### src/rtl/time_counter_core.sv
// Hours/minutes/seconds timekeeping datapath, stepped by rising edges of an asynchronous tick level.
// Define TIME_COUNTER_BCD_EN for packed-BCD fields; the default build counts in plain binary.
module time_counter_core #(
    parameter int HOURS_MAX   = 24,
    parameter int SYNC_STAGES = 2
) (
    input  logic        clock,
    input  logic        reset,
    input  logic        tick_in,
    input  logic        start,
    input  logic        set_minute,
    input  logic        set_ore,
    output logic [15:0] data_out,
    output logic [7:0]  hours_out,
    output logic        carry_hour,
    output logic        day_wrap,
    output logic [1:0]  mode
);

    typedef enum logic [1:0] {
        IDLE     = 2'd0,
        RUN      = 2'd1,
        SET_MIN  = 2'd2,
        SET_HOUR = 2'd3
    } mode_e;

    localparam int PRIME_CYCLES = SYNC_STAGES + 1;
    localparam int PW           = $clog2(PRIME_CYCLES + 1);

`ifdef TIME_COUNTER_BCD_EN
    localparam logic [7:0] SM_MAX = 8'h59;
    localparam logic [7:0] HR_MAX = 8'((((HOURS_MAX - 1) / 10) * 16) + ((HOURS_MAX - 1) % 10));
`else
    localparam logic [7:0] SM_MAX = 8'd59;
    localparam logic [7:0] HR_MAX = 8'(HOURS_MAX - 1);
`endif

    // Next value of one field, wrapping to zero after its maximum.
    function automatic logic [7:0] field_inc(input logic [7:0] v, input logic [7:0] max_v);
        if (v == max_v) begin
            return 8'd0;
        end
`ifdef TIME_COUNTER_BCD_EN
        if (v[3:0] == 4'd9) begin
            return {v[7:4] + 4'd1, 4'd0};
        end
        return {v[7:4], v[3:0] + 4'd1};
`else
        return v + 8'd1;
`endif
    endfunction

    logic [SYNC_STAGES-1:0] sync_q;
    logic                   sync_prev_q;
    logic [PW-1:0]          prime_q, prime_d;
    logic                   primed;
    logic                   inc;

    mode_e                  mode_q, mode_d;
    logic [7:0]             sec_q, sec_d;
    logic [7:0]             min_q, min_d;
    logic [7:0]             hr_q, hr_d;
    logic                   carry_q, carry_d;
    logic                   wrap_q, wrap_d;

    assign primed  = (prime_q == PW'(PRIME_CYCLES));
    assign prime_d = primed ? prime_q : prime_q + PW'(1);
    assign inc     = sync_q[SYNC_STAGES-1] & ~sync_prev_q & primed;

    // State register (synchronous reset; all state is plain flops, no memories).
    always_ff @(posedge clock) begin
        // NOTE: sequential state uses non-blocking assignments so every flop samples pre-edge values.
        if (reset) begin
            sync_q      <= '0;
            sync_prev_q <= 1'b0;
            prime_q     <= '0;
            mode_q      <= IDLE;
            sec_q       <= 8'd0;
            min_q       <= 8'd0;
            hr_q        <= 8'd0;
            carry_q     <= 1'b0;
            wrap_q      <= 1'b0;
        end else begin
            sync_q      <= {sync_q[SYNC_STAGES-2:0], tick_in};
            sync_prev_q <= sync_q[SYNC_STAGES-1];
            prime_q     <= prime_d;
            mode_q      <= mode_d;
            sec_q       <= sec_d;
            min_q       <= min_d;
            hr_q        <= hr_d;
            carry_q     <= carry_d;
            wrap_q      <= wrap_d;
        end
    end

    // Next-state decode: set requests outrank run enable.
    always_comb begin
        // NOTE: every combinational output gets a default first so no latch is inferred.
        mode_d = IDLE;
        if (set_minute) begin
            mode_d = SET_MIN;
        end else if (set_ore) begin
            mode_d = SET_HOUR;
        end else if (start) begin
            mode_d = RUN;
        end
    end

    // Counter update acts on the registered (previous-cycle) mode.
    always_comb begin
        sec_d   = sec_q;
        min_d   = min_q;
        hr_d    = hr_q;
        carry_d = 1'b0;
        wrap_d  = 1'b0;
        if (inc) begin
            case (mode_q)
                RUN: begin
                    sec_d = field_inc(sec_q, SM_MAX);
                    if (sec_q == SM_MAX) begin
                        min_d = field_inc(min_q, SM_MAX);
                        if (min_q == SM_MAX) begin
                            carry_d = 1'b1;
                            hr_d    = field_inc(hr_q, HR_MAX);
                            wrap_d  = (hr_q == HR_MAX);
                        end
                    end
                end
                SET_MIN:  min_d = field_inc(min_q, SM_MAX);
                SET_HOUR: hr_d  = field_inc(hr_q, HR_MAX);
                default:  ;
            endcase
        end
        // Entering minute-set mode zeroes seconds, overriding any same-cycle increment.
        if (mode_d == SET_MIN && mode_q != SET_MIN) begin
            sec_d = 8'd0;
        end
    end

    // Output decode.
    always_comb begin
        data_out   = {min_q, sec_q};
        hours_out  = hr_q;
        carry_hour = carry_q;
        day_wrap   = wrap_q;
        mode       = mode_q;
    end

endmodule

### config.mk
export PLATFORM = sky130hd
export DESIGN_NAME = time_counter_core
export DESIGN_NICKNAME = d
export VERILOG_FILES = /design/src/rtl/time_counter_core.sv
export SDC_FILE = /design/constraint.sdc
export NUM_CORES = 1
export LEC_CHECK = 0
export CORE_MARGIN = 5
export CORE_UTILIZATION = 53
export CTS_BUF_LIST = sky130_fd_sc_hd__clkbuf_16
export CTS_CLUSTER_DIAMETER = 60
export DETAILED_ROUTE_END_ITERATION = 8
export GPL_ROUTABILITY_DRIVEN = 0
export PLACE_DENSITY = 0.83
export SYNTH_ARGS = -nofsm -noshare
export SYNTH_HDL_FRONTEND = slang
export SYNTH_SLANG_ARGS = --single-unit
### constraint.sdc
create_clock -name clock -period 3.2 [get_ports clock]
set_clock_uncertainty 0.2 [all_clocks]
set_input_delay 0.64 -clock clock [delete_from_list [all_inputs] [get_ports clock]]
set_output_delay 0.64 -clock clock [all_outputs]
set_load 0.02 [all_outputs]
==> results of run 1 <==
## sequential cells by signal (all words and copies together), names as in the netlist
signal	cells
prime_q	2
min_q	8
sec_q	8
carry_hour	1
day_wrap	1
sync_q	2
sync_prev_q	1
mode	2
hours_out	8
## final timing paths
path	cells after the start	slack [ns]	to
setup / recovery	5	0.61	hours_out[1]$_SDFFE_PP0P_
hold reg to reg	1	0.24	sync_q[1]$_SDFF_PP0_
hold / removal	1	0.24	sync_q[1]$_SDFF_PP0_
setup reg to reg	5	0.61	hours_out[1]$_SDFFE_PP0P_
## Yosys cell counts (3+ instances only)
cell type,count
nor2_1,17
clkbuf_1,5
nor2b_1,5
xnor2_1,3
xor2_1,5
or4_1,6
nand2_1,11
a21oi_1,13
and3_1,3
nand4_1,7
nand4b_1,3
nor3_1,9
o31ai_1,5
nand3_1,7
nor4_1,4
o21ai_0,6
ha_1,4
inv_1,4
or3_1,3
dfxtp_1,33
## layout by cell type, fill, tap and decap left out, drive strengths merged, types with 6 or more instances in the layout
cell           Yosys  layout
dfxtp             33      33
clkdlybuf4s50      0      33
nor2              17      17
a21oi             13      13
nand2             11      11
nor3               9       9
nand4              7       7
nand3              7       7
or4                6       6
o21ai              6       6
## stage by stage
step | cells | worst slack [ns] | util [%] | hold slack, ns
5_1_grt | 247 | 0.412 | 73.5 | 0.263
6_report | 247 | 0.608 | 73.5 | 0.239
2_1_floorplan | 181 | 0.973 | - | 0.214
3_5_place_dp | 240 | 0.655 | 68.8 | 0.229
4_1_cts | 247 | 0.624 | 73.5 | 0.240
3_3_place_gp | 240 | 0.734 | 68.8 | 0.225
## layout make-up
class | count | area, sq um
clock inverters | 2 | 7.51
fillers | 214 | 743
flip-flops and latches | 33 | 661
clock buffers | 5 | 125
repair buffers | 35 | 345
well taps | 31 | 38.8
inverters | 4 | 15.0
multi-input cells | 137 | 870
## power breakdown
part / switching, mW / internal (mW)
sequential: 0.00657 / 0.421
combinational: 0.0318 / 0.0222
clock: 0.161 / 0.277
total: 0.199 / 0.720
## worst reg2reg max path, cell delays in order, from the launching register on
cell and delay [ns]:
dfxtp_1 0.39, ha_1 0.24, and4_1 0.26, a41oi_1 0.48, or4b_2 0.81, a21oi_1 0.15
## routing by layer
metal | global-route usage (%) | part of all wire, % | vias to the layer above | routed length [microns]
li1 | - | - | 753 | -
met1 | 24.0 | 45 | 750 | 1790
met2 | 33.1 | 47 | 62 | 1860
met3 | 5.70 | 6.0 | 16 | 240
met4 | 8.71 | 1.9 | 0 | 76
met5 | 0 | 0 | - | 0
## cells by family (layout without fill, tap and decap cells)
group / after synthesis / after routing / synth area share (%)
buf+inv: 11 / 46 / 3.09
simple gates: 88 / 88 / 31.9
xor+xnor: 8 / 8 / 4.44
compound gates: 35 / 35 / 14.2
mux: 2 / 2 / 1.35
fa+ha+maj: 4 / 4 / 3.17
flops: 33 / 33 / 41.8
==> impl_metrics.yaml, run 1 <==
floorplan:
  core.rowCount: 19
  dieArea_sq_um: 4170
  fp.dieW_microns: 64.6
  start_util_pct: 56.3
  die_y_microns: 64.6
  core-area_sq_um: 2810
  io_pins: 34
routing:
  avgRoutedWirePerCell_microns: 16.1
  wl_mm: 3.97
  vias: 1581
  postRouteAntennaNets: 0
  drc_errors: 0
  drt-initial-drc-count: 110
  viasPerCell: 6.40
  dr.pass1.iters: 5
synth:
  synth-seq-cells: 33
  synth_area_leader_cell: "dfxtp_1"
  synthTopCellsByArea: "dfxtp_1 42%, a21oi_1 4.1%, nor2_1 4.0%"
  synth_cells: 181
  synth_area_sq_um: 1580
  synth_top_area_share_pct: 41.8
  ys_seq_area_share_pct: 41.8
  synth.avg_cell_area_sq_um: 8.72
  synth_edf_count: 0
  yosys_most_used_dff: "dfxtp_1"
  syn_nets: 191
  ys_warn_count: 0
  synth.distinct_cells: 43
  async_flop_share_pct: 0
worst_setup_path:
  critPathTopFamily: "simple AND/OR/NAND/NOR gates"
  critPathKind: "register to register"
  startpoint: "sec_q[0]$_SDFFE_PP0P_"
  crit-reg2reg-launch: "sec_q[0]$_SDFFE_PP0P_"
  path_max_fanout: 16
  crit_slowest_cell: "or4b_2"
  worst-path-buf-inv: 0
  critPathCaptureType: "register"
  critPathRequiredTime_ns: 3.21
  worstPathCellList: "ha_1 > and4_1 > a41oi_1 > or4b_2 > a21oi_1"
  start_kind: "register"
  critPathMaxStageDelay_ns: 0.81
  critPathArrivalTime_ns: 2.60
min_path:
  worstHoldPathType: "register to register"
  min_from: "sync_q[0]$_SDFF_PP0_"
finish:
  diodes: 0
  drive_gt1_share_pct: 6.02
  final_area_sq_um: 2060
  area_delta_synth_final_pct: 30.6
  nets: 226
clock_network:
  cts.clk_slew.worst_paths_ns: 0.05
  cts_hold_buf: 0
  cts_max_path_buffers: 2
  cts_resized: 0
  cts_root_buf: "clkbuf_16"
  cts_tree: "yes"
  clk_latency_ns: 0.27
  cts.sink_count: 33
  cts-buffers-inserted: 5
  cts_max_level: 2
  post-cts-setup-buffer-count: 0
power:
  ir_drop_v: 0.000383
  power-per-cell-area_nw_per_um2: 446
  p_total_mw: 0.919
  leakage_nw: 0.698
grt:
  grt_max_degree: 22
  gr-total-overflow: 0
  grtUsageTotal_pct: 19.9
  grt_pass1_wl_mm: 6.58
  antenna_found_initial: 0
  grt_pass1_vias: 1411
run:
  max_cap_violations: 0
place:
  numPortBuffers: 33
  dp_hpwl_mm: 2.71
  placed_area_sq_um: 1930
sta:
  finalCriticalPeriod_ns: 2.59
  layout_worst_path_cycle_share_pct: 81.0
  fin_tns_setup_ns: 0
  rsz0062_at_grt: "no"
  setup_viol: 0
  timing.slew.headroom_pct: 28.4
  fmax_mhz: 386
  hold_viol: 0
  worst_pin_slew_ns: 1.06
  maxSlewViolCount: 0
run_status:
  outcome: "finished, final reports clean"
No activity file was read; power rests on OpenSTA's default activity.
==> run 2, diff against run 1 <==
- CORE_UTILIZATION: 53 -> 50
- PLACE_DENSITY: 0.83 -> 0.79
- clock period: 3.2 -> 2.5 ns (I/O delays scaled with it)
==> run 2 against run 1 <==
  * Non-clock buffer count increased by 4
  * First-iteration DRC count increased by 11%
  * Die area increased by 5.1%
  * Critical path depth increased by 1
  * Total power increased by 32%
  * Sequential power increased by 28%
  * Wire length increased by 1.4%
  * Sequential cell count unchanged
==> impl_metrics.yaml, run 2 (synthesis results as in run 1) <==
worst_setup_path:
  critPathCaptureType: "register"
  critPathRequiredTime_ns: 2.50
  start_kind: "register"
  ff2ff_path_depth: 6
  critPathKind: "register to register"
  path_max_fanout: 15
  r2r_setup_slack_ns: 0.30
  critPathArrivalTime_ns: 2.21
power:
  power_switching_mw: 0.278
  leakage_nw: 0.723
  p_int_mw: 0.934
  power-per-cell-area_nw_per_um2: 569
  switching_share_pct: 23.0
  comb_power_share_pct: 6.0
  p_clk_share_pct: 49.0
  ir_drop_v: 0.000411
  pwr-share-seq_pct: 45.1
  p_total_mw: 1.21
floorplan:
  core.rowCount: 20
  io_pins: 34
  fp.dieW_microns: 66.2
  core-area_sq_um: 3050
  dieArea_sq_um: 4380
  die_y_microns: 66.2
  start_util_pct: 51.7
sta:
  finalCriticalPeriod_ns: 2.20
  worst_pin_slew_ns: 0.618
  fmax_mhz: 454
  hold_ws_ns: 0.253
  maxSlewViolCount: 0
  layout_worst_path_cycle_share_pct: 88.1
  rsz0062_at_grt: "no"
  hold_viol: 0
  setup_viol: 0
  timing.slew.headroom_pct: 58.5
  fin_tns_setup_ns: 0
clock_network:
  cts_max_level: 2
  cts_hold_buf: 0
  cts-buffers-inserted: 5
  clk_latency_ns: 0.28
  cts.sink_count: 33
  cts_resized: 0
  cts_max_path_buffers: 2
  cts_tree: "yes"
  post-cts-setup-buffer-count: 0
  cts.clk_slew.worst_paths_ns: 0.05
  cts_root_buf: "clkbuf_16"
finish:
  diodes: 0
  fin_util_pct: 69.8
  drive_gt1_share_pct: 9.05
  layout_common_cells: "33 x dfxtp_1, 33 x clkdlybuf4s50_1, 17 x nor2_1"
  nets: 230
  fillers: 254
  final_area_sq_um: 2130
  area_delta_synth_final_pct: 34.9
routing:
  dr.max_layer_used: "met4"
  avgRoutedWirePerCell_microns: 15.2
  drc_errors: 0
  drt-initial-drc-count: 122
  postRouteAntennaNets: 0
  wl_met1_mm: 1.71
  wl_mm: 4.03
  met2_length_mm: 2.02
  viasPerCell: 5.88
  dr_wl_met3_microns: 242
  vias: 1557
  dr.pass1.iters: 4
place:
  placed_area_sq_um: 1990
  dp_hpwl_mm: 2.86
  numPortBuffers: 33
grt:
  gr-total-overflow: 0
  grt_pass1_vias: 1450
  grt_max_degree: 29
  antenna_found_initial: 0
  grtUsageTotal_pct: 20.0
  grt_pass1_wl_mm: 6.63
min_path:
  min_path_cells: 1
  worstHoldPathType: "register to register"
run_status:
  outcome: "finished, final reports clean"
run:
  max_cap_violations: 0
-- run 2: cell count changes in the layout (fill, tap and decap cells not counted), sizes merged --
cell | before | now
buf | 2 | 6
clkinv | 1 | 2
clkinvlp | 0 | 1
inv | 5 | 4
-- run 2: cell type report --
type | instances | area [sq um] | area share (%)
repair buffers | 39 | 388 | 18.2
well taps | 44 | 55.1 | 2.58
clock buffers | 5 | 125 | 5.87
multi-input cells | 137 | 870 | 40.8
flip-flops and latches | 33 | 661 | 31.0
clock inverters | 3 | 17.5 | 0.822
inverters | 4 | 15.0 | 0.705
-- run 2: power by group through the flow --
stage          Combinational (mW)  Sequential [mW]  Clock, mW
5_1_grt                    0.0815            0.547      0.636
6_report                   0.0726            0.546      0.594
2_1_floorplan              0.0447            0.558          0
4_1_cts                    0.0727            0.546      0.603
3_3_place_gp               0.0689            0.556          0
3_5_place_dp               0.0722            0.558          0
-- run 2: per-layer routing --
layer	track usage [%]	vias up
li1	-	758
met1	22.7	755
met2	33.6	39
met3	7.82	5
met4	7.36	0
met5	0	-
-- run 2: per-stage QoR --
stage,setup slack (ns),instances
finish,0.297,265
floorplan,0.273,181
detailed placement,0.313,257
CTS,0.293,265
global placement,0.359,257
global route,0.170,265
-- run 2: worst max-delay path: stages, from the launching register on --
cell and delay, ns:
dfxtp_1 0.39, ha_1 0.22, and4_1 0.26, a41oi_1 0.16, buf_4 0.22, or4_1 0.50, a21oi_1 0.17
-- run 2: final timing paths --
check / startpoint / to
setup / recovery: sec_q[0]$_SDFFE_PP0P_ / hours_out[0]$_SDFFE_PP0P_
hold / removal: sync_q[0]$_SDFF_PP0_ / sync_q[1]$_SDFF_PP0_
setup reg to reg: sec_q[0]$_SDFFE_PP0P_ / hours_out[0]$_SDFFE_PP0P_
hold reg to reg: sync_q[0]$_SDFF_PP0_ / sync_q[1]$_SDFF_PP0_
